--- config.mk ---
export PLATFORM = sky130hd
export DESIGN_NAME = uart_tx_arbiter
export DESIGN_NICKNAME = d
export VERILOG_FILES = /design/src/rtl/uart_pkg.sv /design/src/rtl/uart_tx_fifo.sv /design/src/rtl/uart_tx_arbiter.sv
export SDC_FILE = /design/constraint.sdc
export NUM_CORES = 1
export LEC_CHECK = 0
export CAP_MARGIN = 20
export CELL_PAD_IN_SITES_DETAIL_PLACEMENT = 2
export CELL_PAD_IN_SITES_GLOBAL_PLACEMENT = 2
export CORE_ASPECT_RATIO = 0.75
export CORE_UTILIZATION = 41
export CTS_BUF_LIST = sky130_fd_sc_hd__clkbuf_4
export DETAILED_ROUTE_END_ITERATION = 6
export GPL_TIMING_DRIVEN = 1
export PLACE_DENSITY_LB_ADDON = 0.1
export SLEW_MARGIN = 20
export SYNTH_ARGS = -nofsm -noshare
export SYNTH_HDL_FRONTEND = slang
export SYNTH_SLANG_ARGS = --single-unit
--- constraint.sdc ---
create_clock -name CLK -period 2.7 [get_ports CLK]
set_input_delay 0.405 -clock CLK [delete_from_list [all_inputs] [get_ports CLK]]
set_output_delay 0.405 -clock CLK [all_outputs]
set_load 0.01 [all_outputs]
--- src/rtl/uart_pkg.sv ---
// Shared UART transmit constants and pacing-FSM state type.
// The values here must agree with every sender instance on the same line.
package uart_pkg;

    localparam int unsigned UART_COUNT_WIDTH = 32'd12;
    localparam logic [11:0] UART_COUNT_MAX   = 12'd2603;
    localparam int unsigned FRAME_BITS       = 32'd10;

    typedef enum logic {
        IDLE = 1'b0,
        WAIT = 1'b1
    } tx_state_e;

    // Cycles from a start pulse until sender is idle again: full frame plus its idle-sample cycle.
    function automatic int unsigned gap_cycles(input int unsigned count_max);
        return FRAME_BITS * (count_max + 32'd1) + 32'd1;
    endfunction

endpackage

--- src/rtl/uart_tx_fifo.sv ---
// Circular byte FIFO with power-of-two depth; head is readable combinationally.
// Pushes to a full FIFO and pops from an empty FIFO are ignored.
module uart_tx_fifo
    import uart_pkg::*;
#(
    parameter int FIFO_LOG = 4
) (
    input  logic                CLK,
    input  logic                RST,
    input  logic                push,
    input  logic [7:0]          push_data,
    input  logic                pop,
    output logic [7:0]          head,
    output logic                full,
    output logic                empty,
    output logic [FIFO_LOG:0]   count
);

    localparam int DEPTH = 1 << FIFO_LOG;
    localparam int CW    = FIFO_LOG + 1;

    logic [7:0]          r_mem [DEPTH];
    logic [FIFO_LOG-1:0] r_wr_ptr;
    logic [FIFO_LOG-1:0] r_rd_ptr;
    logic [FIFO_LOG:0]   r_count;
    logic                w_do_push;
    logic                w_do_pop;

    assign full      = (r_count == CW'(DEPTH));
    assign empty     = (r_count == {CW{1'b0}});
    assign w_do_push = push && !full;
    assign w_do_pop  = pop && !empty;
    assign head      = r_mem[r_rd_ptr];
    assign count     = r_count;

    // Pointer and occupancy bookkeeping; pointers wrap naturally at DEPTH.
    always_ff @(posedge CLK) begin
        if (RST) begin
            r_wr_ptr <= {FIFO_LOG{1'b0}};
            r_rd_ptr <= {FIFO_LOG{1'b0}};
            r_count  <= {CW{1'b0}};
        end else begin
            if (w_do_push) begin
                r_wr_ptr <= r_wr_ptr + FIFO_LOG'(1'b1);
            end
            if (w_do_pop) begin
                r_rd_ptr <= r_rd_ptr + FIFO_LOG'(1'b1);
            end
            case ({w_do_push, w_do_pop})
                2'b10:   r_count <= r_count + CW'(1'b1);
                2'b01:   r_count <= r_count - CW'(1'b1);
                default: r_count <= r_count;
            endcase
        end
    end

    // Storage write; contents need no reset because occupancy gates every read.
    always_ff @(posedge CLK) begin
        if (w_do_push) begin
            r_mem[r_wr_ptr] <= push_data;
        end
    end

endmodule

--- src/rtl/uart_tx_arbiter.sv ---
// Two-requester round-robin front end for a single UART sender, with a shared FIFO
// and a pacing FSM that spaces start pulses so each lands after sender is idle.
module uart_tx_arbiter
    import uart_pkg::*;
#(
    parameter int unsigned              COUNT_WIDTH = UART_COUNT_WIDTH,
    parameter logic [COUNT_WIDTH-1:0]   COUNT_MAX   = UART_COUNT_MAX,
    parameter int                       FIFO_LOG    = 4
) (
    input  logic                CLK,
    input  logic                RST,
    input  logic [7:0]          in0_data,
    input  logic                in0_valid,
    output logic                in0_ready,
    input  logic [7:0]          in1_data,
    input  logic                in1_valid,
    output logic                in1_ready,
    output logic [7:0]          tx_data,
    output logic                tx_start,
    output logic                busy,
    output logic [FIFO_LOG:0]   fifo_count
);

    localparam int unsigned          GAP      = gap_cycles(32'(COUNT_MAX));
    localparam int                   GAP_W    = $clog2(GAP + 1);
    localparam logic [GAP_W-1:0]     GAP_LAST = GAP_W'(GAP - 1);

    logic              w_full;
    logic              w_empty;
    logic [7:0]        w_head;
    logic              w_grant0;
    logic              w_grant1;
    logic              w_push;
    logic [7:0]        w_push_data;
    logic              w_pop;
    logic              r_last;
    tx_state_e         r_state;
    tx_state_e         w_state_next;
    logic [GAP_W-1:0]  r_gap_cnt;
    logic [GAP_W-1:0]  w_gap_cnt_next;
    logic              r_tx_start;
    logic              w_tx_start_next;
    logic [7:0]        r_tx_data;
    logic [7:0]        w_tx_data_next;
    logic [FIFO_LOG:0] w_count;

    // Grant selection: a lone requester wins, a tie goes to whoever was not granted last.
    always_comb begin
        w_grant0 = 1'b0;
        w_grant1 = 1'b0;
        if (!RST && !w_full) begin
            if (in0_valid && (!in1_valid || r_last)) begin
                w_grant0 = 1'b1;
            end else if (in1_valid) begin
                w_grant1 = 1'b1;
            end else begin
                w_grant0 = 1'b0;
            end
        end else begin
            w_grant1 = 1'b0;
        end
    end

    assign in0_ready   = w_grant0;
    assign in1_ready   = w_grant1;
    assign w_push      = w_grant0 || w_grant1;
    assign w_push_data = w_grant1 ? in1_data : in0_data;

    // Last-grant pointer moves only on an actual transfer.
    always_ff @(posedge CLK) begin
        if (RST) begin
            r_last <= 1'b1;
        end else if (w_grant0) begin
            r_last <= 1'b0;
        end else if (w_grant1) begin
            r_last <= 1'b1;
        end else begin
            r_last <= r_last;
        end
    end

    uart_tx_fifo #(
        .FIFO_LOG (FIFO_LOG)
    ) u_fifo (
        .CLK       (CLK),
        .RST       (RST),
        .push      (w_push),
        .push_data (w_push_data),
        .pop       (w_pop),
        .head      (w_head),
        .full      (w_full),
        .empty     (w_empty),
        .count     (w_count)
    );

    // Pacing decisions: pop and launch from IDLE, then sit out GAP cycles in WAIT.
    always_comb begin
        w_state_next    = r_state;
        w_gap_cnt_next  = r_gap_cnt;
        w_tx_start_next = 1'b0;
        w_tx_data_next  = r_tx_data;
        w_pop           = 1'b0;
        case (r_state)
            IDLE: begin
                if (!w_empty) begin
                    w_tx_start_next = 1'b1;
                    w_tx_data_next  = w_head;
                    w_pop           = 1'b1;
                    w_gap_cnt_next  = {GAP_W{1'b0}};
                    w_state_next    = WAIT;
                end else begin
                    w_state_next = IDLE;
                end
            end
            WAIT: begin
                if (r_gap_cnt == GAP_LAST) begin
                    w_state_next = IDLE;
                end else begin
                    w_gap_cnt_next = r_gap_cnt + GAP_W'(1'b1);
                end
            end
            default: begin
                w_state_next   = WAIT;
                w_gap_cnt_next = {GAP_W{1'b0}};
            end
        endcase
    end

    // Reset lands in WAIT because sender may still be mid-frame when RST arrives.
    always_ff @(posedge CLK) begin
        if (RST) begin
            r_state    <= WAIT;
            r_gap_cnt  <= {GAP_W{1'b0}};
            r_tx_start <= 1'b0;
            r_tx_data  <= 8'h00;
        end else begin
            r_state    <= w_state_next;
            r_gap_cnt  <= w_gap_cnt_next;
            r_tx_start <= w_tx_start_next;
            r_tx_data  <= w_tx_data_next;
        end
    end

    assign tx_start   = r_tx_start;
    assign tx_data    = r_tx_data;
    assign busy       = !w_empty || (r_state != IDLE);
    assign fifo_count = w_count;

endmodule

==> reports/qor.yml, run 1 <==
status:
  status: "finished, final reports clean"
power:
  p_leak_nw: 2.74
  powerDensity_mw_per_mm2: 551
  ir_worst_vdd_v: 0.000250
clocking:
  cts_root_buf: "clkbuf_4"
  clkLatencyLatePin_ps: 560
  cts_sinks: 167
  cts_tree: "done"
  path_clk_slew_ps: 150
  cts_buffer_depth: 2
  htree_levels: 4
  numCtsBuffers: 17
  hold_buffers: 0
grt:
  grt_pass1_vias: 4894
  gr-total-overflow: 0
  grt_max_degree: 24
  track_usage: 0.238
  grt_antenna_before_repair: 0
  grt_pass1_wl_mm: 30.0
setup_path:
  path_class: "flip-flop to primary output"
  required_ps: 2300
  end_kind: "primary output"
  path_max_fanout: 7
  cp-start-kind: "flip-flop"
  worstPathArrival_ps: 2150
cells_and_area:
  nets: 563
  final_cell_mix: "edfxtp_1 (128), buf_4 (43), dfxtp_1 (36)"
  final_cell_count_no_fill: 760
  area_growth_pct: 16.0
  drive_gt1_frac: 0.244
  antenna_cells: 0
  fin_area_sq_mm: 0.00824
  fillerInstances: 1572
  final_util: 0.488
  final_common_cell: "edfxtp_1"
synth:
  synth_area_sq_mm: 0.00710
  syn_inst: 463
  ys.flop_type: "edfxtp_1"
  syn_nets: 494
  synthXorXnorAreaFrac: 0.0111
  async_reset_ff_frac: 0
  avgSynthCellArea_sq_um: 15.3
  synth_edf_count: 128
  yosysSeqAreaShare: 0.651
  ys_warn_count: 0
  synth_compound_area_frac: 0.0627
  synth_top_family_by_area: "multiplexers"
  muxShareOfSynthArea: 0.142
  synth_fa_ha_area_frac: 0.0194
  synthSimpleGateAreaFrac: 0.0868
  synth.distinct_cells: 52
  synth_seq_cells: 167
placement:
  place_hpwl_mm: 13.6
  gp_congestion: 0.786
  placed_area_sq_mm: 0.00795
  dp_cells: 726
  numPortBuffers: 36
route:
  drtIter0Drc: 259
  vias: 4390
  viasPerCell: 5.78
  wl_per_cell_um: 25.6
  ant_nets: 0
  first_pass_iters: 5
  wl_mm: 19.5
  remaining_drc_errors: 0
die:
  coreArea_sq_mm: 0.0169
  pin_count: 37
  fp.dieH_um: 116
  rows: 41
  die_area_sq_mm: 0.0179
  die_x_um: 154
  initial_core_util: 0.421
sta:
  setup_tns_ps: 0
  finalClockSkew_ps: 20.8
  rsz0062_at_grt: "true"
  max_freq_mhz: 391
  fin_crit_sh: 0.947
  min_period_ps: 2560
  worst_slew_pin_slew_ps: 603
  relSlewSlack: 0.597
  slew_violations: 0
  setup_viol: 0
  final_hold_viol_count: 0
run:
  cap_violations: 0
min_path:
  min_path_type: "flip-flop to flip-flop"
==> cell usage after synthesis, types with 9 or more instances <==
library cell,instances,area [sq um]
mux4_2,32,721
mux2i_1,20,200
ha_1,11,138
nand2_1,20,75.1
clkbuf_1,15,56.3
o221ai_1,9,78.8
edfxtp_1,128,3840
dfxtp_1,39,781
nand3_1,20,100
nor2_1,27,101
inv_1,14,52.6
a21oi_1,10,50.1
==> cell families (layout without fill, tap and decap cells) <==
group,after synthesis,count (layout)
and+or+nand+nor,117,117
adders and majority gates,11,11
AOI/OAI and AO/OA,55,55
muxes,60,60
buffers and inverters,44,126
xor gates and xnor gates,9,9
DFF,167,167
==> sequential cells by signal, indices dropped and copies added, names as in the netlist <==
register	count
r_last	1
u_fifo.r_mem	128
u_fifo.count	5
r_state	1
r_gap_cnt	15
u_fifo.r_wr_ptr	4
u_fifo.r_rd_ptr	4
tx_data	8
tx_start	1
==> worst paths after layout <==
| kind | startpoint | to | slack (ps) | cells past startpoint |
|---|---|---|---|---|
| min | tx_data[5]$_SDFFE_PP0P_ | tx_data[5]$_SDFFE_PP0P_ | 510 | 2 |
| max reg2reg | u_fifo.count[1]$_SDFFE_PP0P_ | u_fifo.count[4]$_SDFFE_PP0P_ | 150 | 12 |
| min reg2reg | tx_data[5]$_SDFFE_PP0P_ | tx_data[5]$_SDFFE_PP0P_ | 510 | 2 |
| max | u_fifo.count[1]$_SDFFE_PP0P_ | in1_ready | 140 | 4 |
==> metrics by stage <==
| step | hold slack, ps | worst slack [ps] | power [W] |
|---|---|---|---|
| after floorplan | 467 | 24.6 | 0.00301 |
| after global placement | 472 | 27.5 | 0.00313 |
| after detailed placement | 481 | -79.3 | 0.00315 |
| after CTS | 490 | 10.0 | 0.00458 |
| after global routing | 552 | -3.24 | 0.00468 |
| final | 511 | 144 | 0.00454 |
==> metal layers <==
| layer | track usage | wire, um | up-vias |
|---|---|---|---|
| met5 | 0 | 0 | - |
| met4 | 0.0740 | 275 | 0 |
| met3 | 0.0494 | 902 | 20 |
| met2 | 0.390 | 9400 | 108 |
| met1 | 0.321 | 8880 | 2304 |
| li1 | - | - | 1958 |
==> what timing repair did <==
action	in CTS	in global routing
setup endpoints to repair	2	4
setup buffers	2	0
gates resized for setup	8	3
hold endpoints to repair	0	0
pin swaps	1	1
==> critical path, stage by stage (launching register included) <==
cell             delay (ps)
dfxtp_4                 370
buf_4                   150
or4_4                   550
o2111a_2                280
clkdlybuf4s15_1         230
==> power breakdown <==
group | total, W | switching, W | internal [W] | leakage [nW]
sequential | 0.00283 | 0.0000207 | 0.00281 | 1.47
clock | 0.00144 | 0.000966 | 0.000475 | 0.139
combinational | 0.000268 | 0.000156 | 0.000112 | 1.12
==> layout make-up <==
cell class                 count  area [sq um]  area share
timing repair buffer          80           698      0.0847
inverter                      14          52.6     0.00638
sequential                   167          4630       0.562
clock buffer                  17           128      0.0155
multi-input combinational    252          2320       0.282
clock inverter                15           143      0.0173
tap                          215           269      0.0326
(Power assumes the default switching activity.)
==> run 2: changes to the inputs <==
--- a/config.mk
+++ b/config.mk
@@ -12,7 +12,7 @@
 export CORE_UTILIZATION = 41
 export CTS_BUF_LIST = sky130_fd_sc_hd__clkbuf_4
 export DETAILED_ROUTE_END_ITERATION = 6
-export GPL_TIMING_DRIVEN = 1
+export GPL_TIMING_DRIVEN = 0
 export PLACE_DENSITY_LB_ADDON = 0.1
 export SLEW_MARGIN = 20
 export SYNTH_ARGS = -nofsm -noshare
==> run 2 against run 1 <==
- clock power barely moved
- combinational power fell by 4%
- wire length fell by 5.0%
- die area unchanged
- via count down 2.0%
- clock-buffer cell count did not move
- power shrank 0.40%
- utilization decreased by 0.53 points
- register-to-register slack got worse by 20 ps
- critical path type unchanged
- largest power group unchanged
==> reports/qor.yml, run 2 (synthesis results as in run 1) <==
status:
  status: "finished, final reports clean"
setup_path:
  end_kind: "primary output"
  path_max_fanout: 10  # +3
  cp-start-kind: "flip-flop"
  path_class: "flip-flop to primary output"
  critPathSlowestCell: "or4_1"
  required_ps: 2300  # about the same
  crit_path_max_incr_delay_ps: 570  # +20 ps
  worstPathCellList: "or4_1, o2111a_2, dlygate4sd2_1"
  path_buf_inv: 1  # -1
  worstPathArrival_ps: 2210  # +60 ps
  cp_top_family: "simple AND/OR/NAND/NOR gates"
cells_and_area:
  fin_area_sq_mm: 0.00815  # -1.1%
  antenna_cells: 0  # unchanged
  area_growth_pct: 14.8
  largest_register_ffs: 128  # unchanged
  fillerInstances: 1571  # -0.064%
  multiInputGateArea_sq_mm: 0.00237  # +2.4%
  final_common_cell: "edfxtp_1"
  drive_gt1_frac: 0.228  # -0.0160
  register_area_sq_mm: 0.00464  # +0.16%
  regMostFlops: "u_fifo.r_mem"
  final_cell_mix: "edfxtp_1 (128), dfxtp_1 (34), clkdlybuf4s50_1 (33)"
  nets: 553  # -1.8%
clocking:
  numCtsBuffers: 17  # unchanged
  clkLatencyLatePin_ps: 560  # about the same
  cts_tree: "done"
  cts_sinks: 167  # unchanged
  htree_levels: 4  # unchanged
  path_clk_slew_ps: 150  # about the same
  cts_buffer_depth: 2  # unchanged
  cts_root_buf: "clkbuf_4"
die:
  pin_count: 37  # unchanged
  initial_core_util: 0.421  # unchanged
  rows: 41  # unchanged
  die_area_sq_mm: 0.0179  # unchanged
  coreArea_sq_mm: 0.0169  # unchanged
  die_x_um: 154  # unchanged
  fp.dieH_um: 116  # unchanged
grt:
  grt_pass1_vias: 4741  # -3.1%
  grt_pass1_wl_mm: 28.0  # -6.4%
  grt_max_degree: 17  # -29%
  grt_antenna_before_repair: 0  # unchanged
  gr-total-overflow: 0  # unchanged
  track_usage: 0.220  # -0.0173
power:
  powerDensity_mw_per_mm2: 555  # +0.68%
  ir_worst_vdd_v: 0.000327  # +31%
  p_leak_nw: 2.64  # -3.4%
placement:
  placed_area_sq_mm: 0.00777  # -2.3%
  numPortBuffers: 35  # -2.8%
  gp_congestion: 0.760  # -3.3%
  place_hpwl_mm: 12.6  # -6.9%
sta:
  worst_slew_pin_slew_ps: 995  # +392 ps
  slew_violations: 0  # unchanged
  finalClockSkew_ps: 20.0  # -0.773 ps
  setup_viol: 0  # unchanged
  max_freq_mhz: 383  # -2.1%
  hold-worst-slack_ps: 526  # +15.7 ps
  fin_crit_sh: 0.967  # +0.0202
  final_hold_viol_count: 0  # unchanged
  relSlewSlack: 0.334  # -0.263
  min_period_ps: 2610  # +54.6 ps
route:
  wl_mm: 18.5  # -5.0%
  remaining_drc_errors: 0  # unchanged
  ant_nets: 0  # unchanged
  viasPerCell: 5.74  # -0.65%
  wl_per_cell_um: 24.6  # -3.7%
  first_pass_iters: 4  # -1
  vias: 4304  # -2.0%
  drtIter0Drc: 290  # +12%
run:
  cap_violations: 0  # unchanged
min_path:
  min_path_type: "flip-flop to flip-flop"
-- run 2: changes by cell type in the layout (fill, tap and decap cells not counted), sizes merged --
cell	change
clkdlybuf4s50	-1
dlygate4sd2	+2
clkinv	-1
clkdlybuf4s15	-1
inv	+1
clkbuf	+9
buf	-19
-- run 2: final timing paths --
| kind | start | endpoint | slack (ps) | cells after the start |
|---|---|---|---|---|
| setup / recovery | u_fifo.count[2]$_SDFFE_PP0P_ | in1_ready | 90 | 3 |
| hold / removal | r_last$_SDFFE_PP1P_ | r_last$_SDFFE_PP1P_ | 530 | 2 |
| setup reg to reg | u_fifo.count[2]$_SDFFE_PP0P_ | u_fifo.count[4]$_SDFFE_PP0P_ | 130 | 12 |
| hold reg to reg | r_last$_SDFFE_PP1P_ | r_last$_SDFFE_PP1P_ | 530 | 2 |
-- run 2: cell type report --
cell class,instances,share of cell area
inverter,14,0.00645
clock inverter,15,0.0177
timing repair buffer,45,0.0516
buffer,25,0.0153
multi-input combinational,252,0.291
sequential,167,0.569
clock buffer,17,0.0157
tap,215,0.0330
-- run 2: worst min-delay path, delay by kind of cell (launching register included) --
family / cells / cell delay (ps)
flip-flops: 1 / 370
AND/OR/NAND/NOR: 2 / 130
-- run 2: stage by stage --
stage                util  std cells  TNS [ps]  total power [W]  setup slack, ps
floorplan               -        463         0          0.00301             24.6
global placement    0.459        713    -17890          0.00312             -436
detailed placement  0.460        713    -15040          0.00314             -514
CTS                 0.479        745         0          0.00456             22.1
global route        0.483        750     -16.5          0.00466            -16.5
finish              0.483        750         0          0.00452             89.7
-- run 2: per-layer routing --
layer / vias up / part of all wire / track usage
li1: 1943 / - / -
met5: - / 0 / 0
met3: 8 / 0.052 / 0.0363
met1: 2254 / 0.46 / 0.297
met2: 99 / 0.49 / 0.370
met4: 0 / 0.0054 / 0.0680
-- run 2: what timing repair did --
item,in CTS,in global routing
gates resized for setup,13,11
pin swaps,3,2
hold buffers,0,0
setup endpoints to repair,7,3
hold endpoints to repair,0,0
setup buffers,4,6
-- run 2: where the power goes --
part           switching, W  total (W)  internal (W)
clock network      0.000951    0.00143      0.000478
registers         0.0000248    0.00283       0.00281
logic              0.000156   0.000258      0.000103
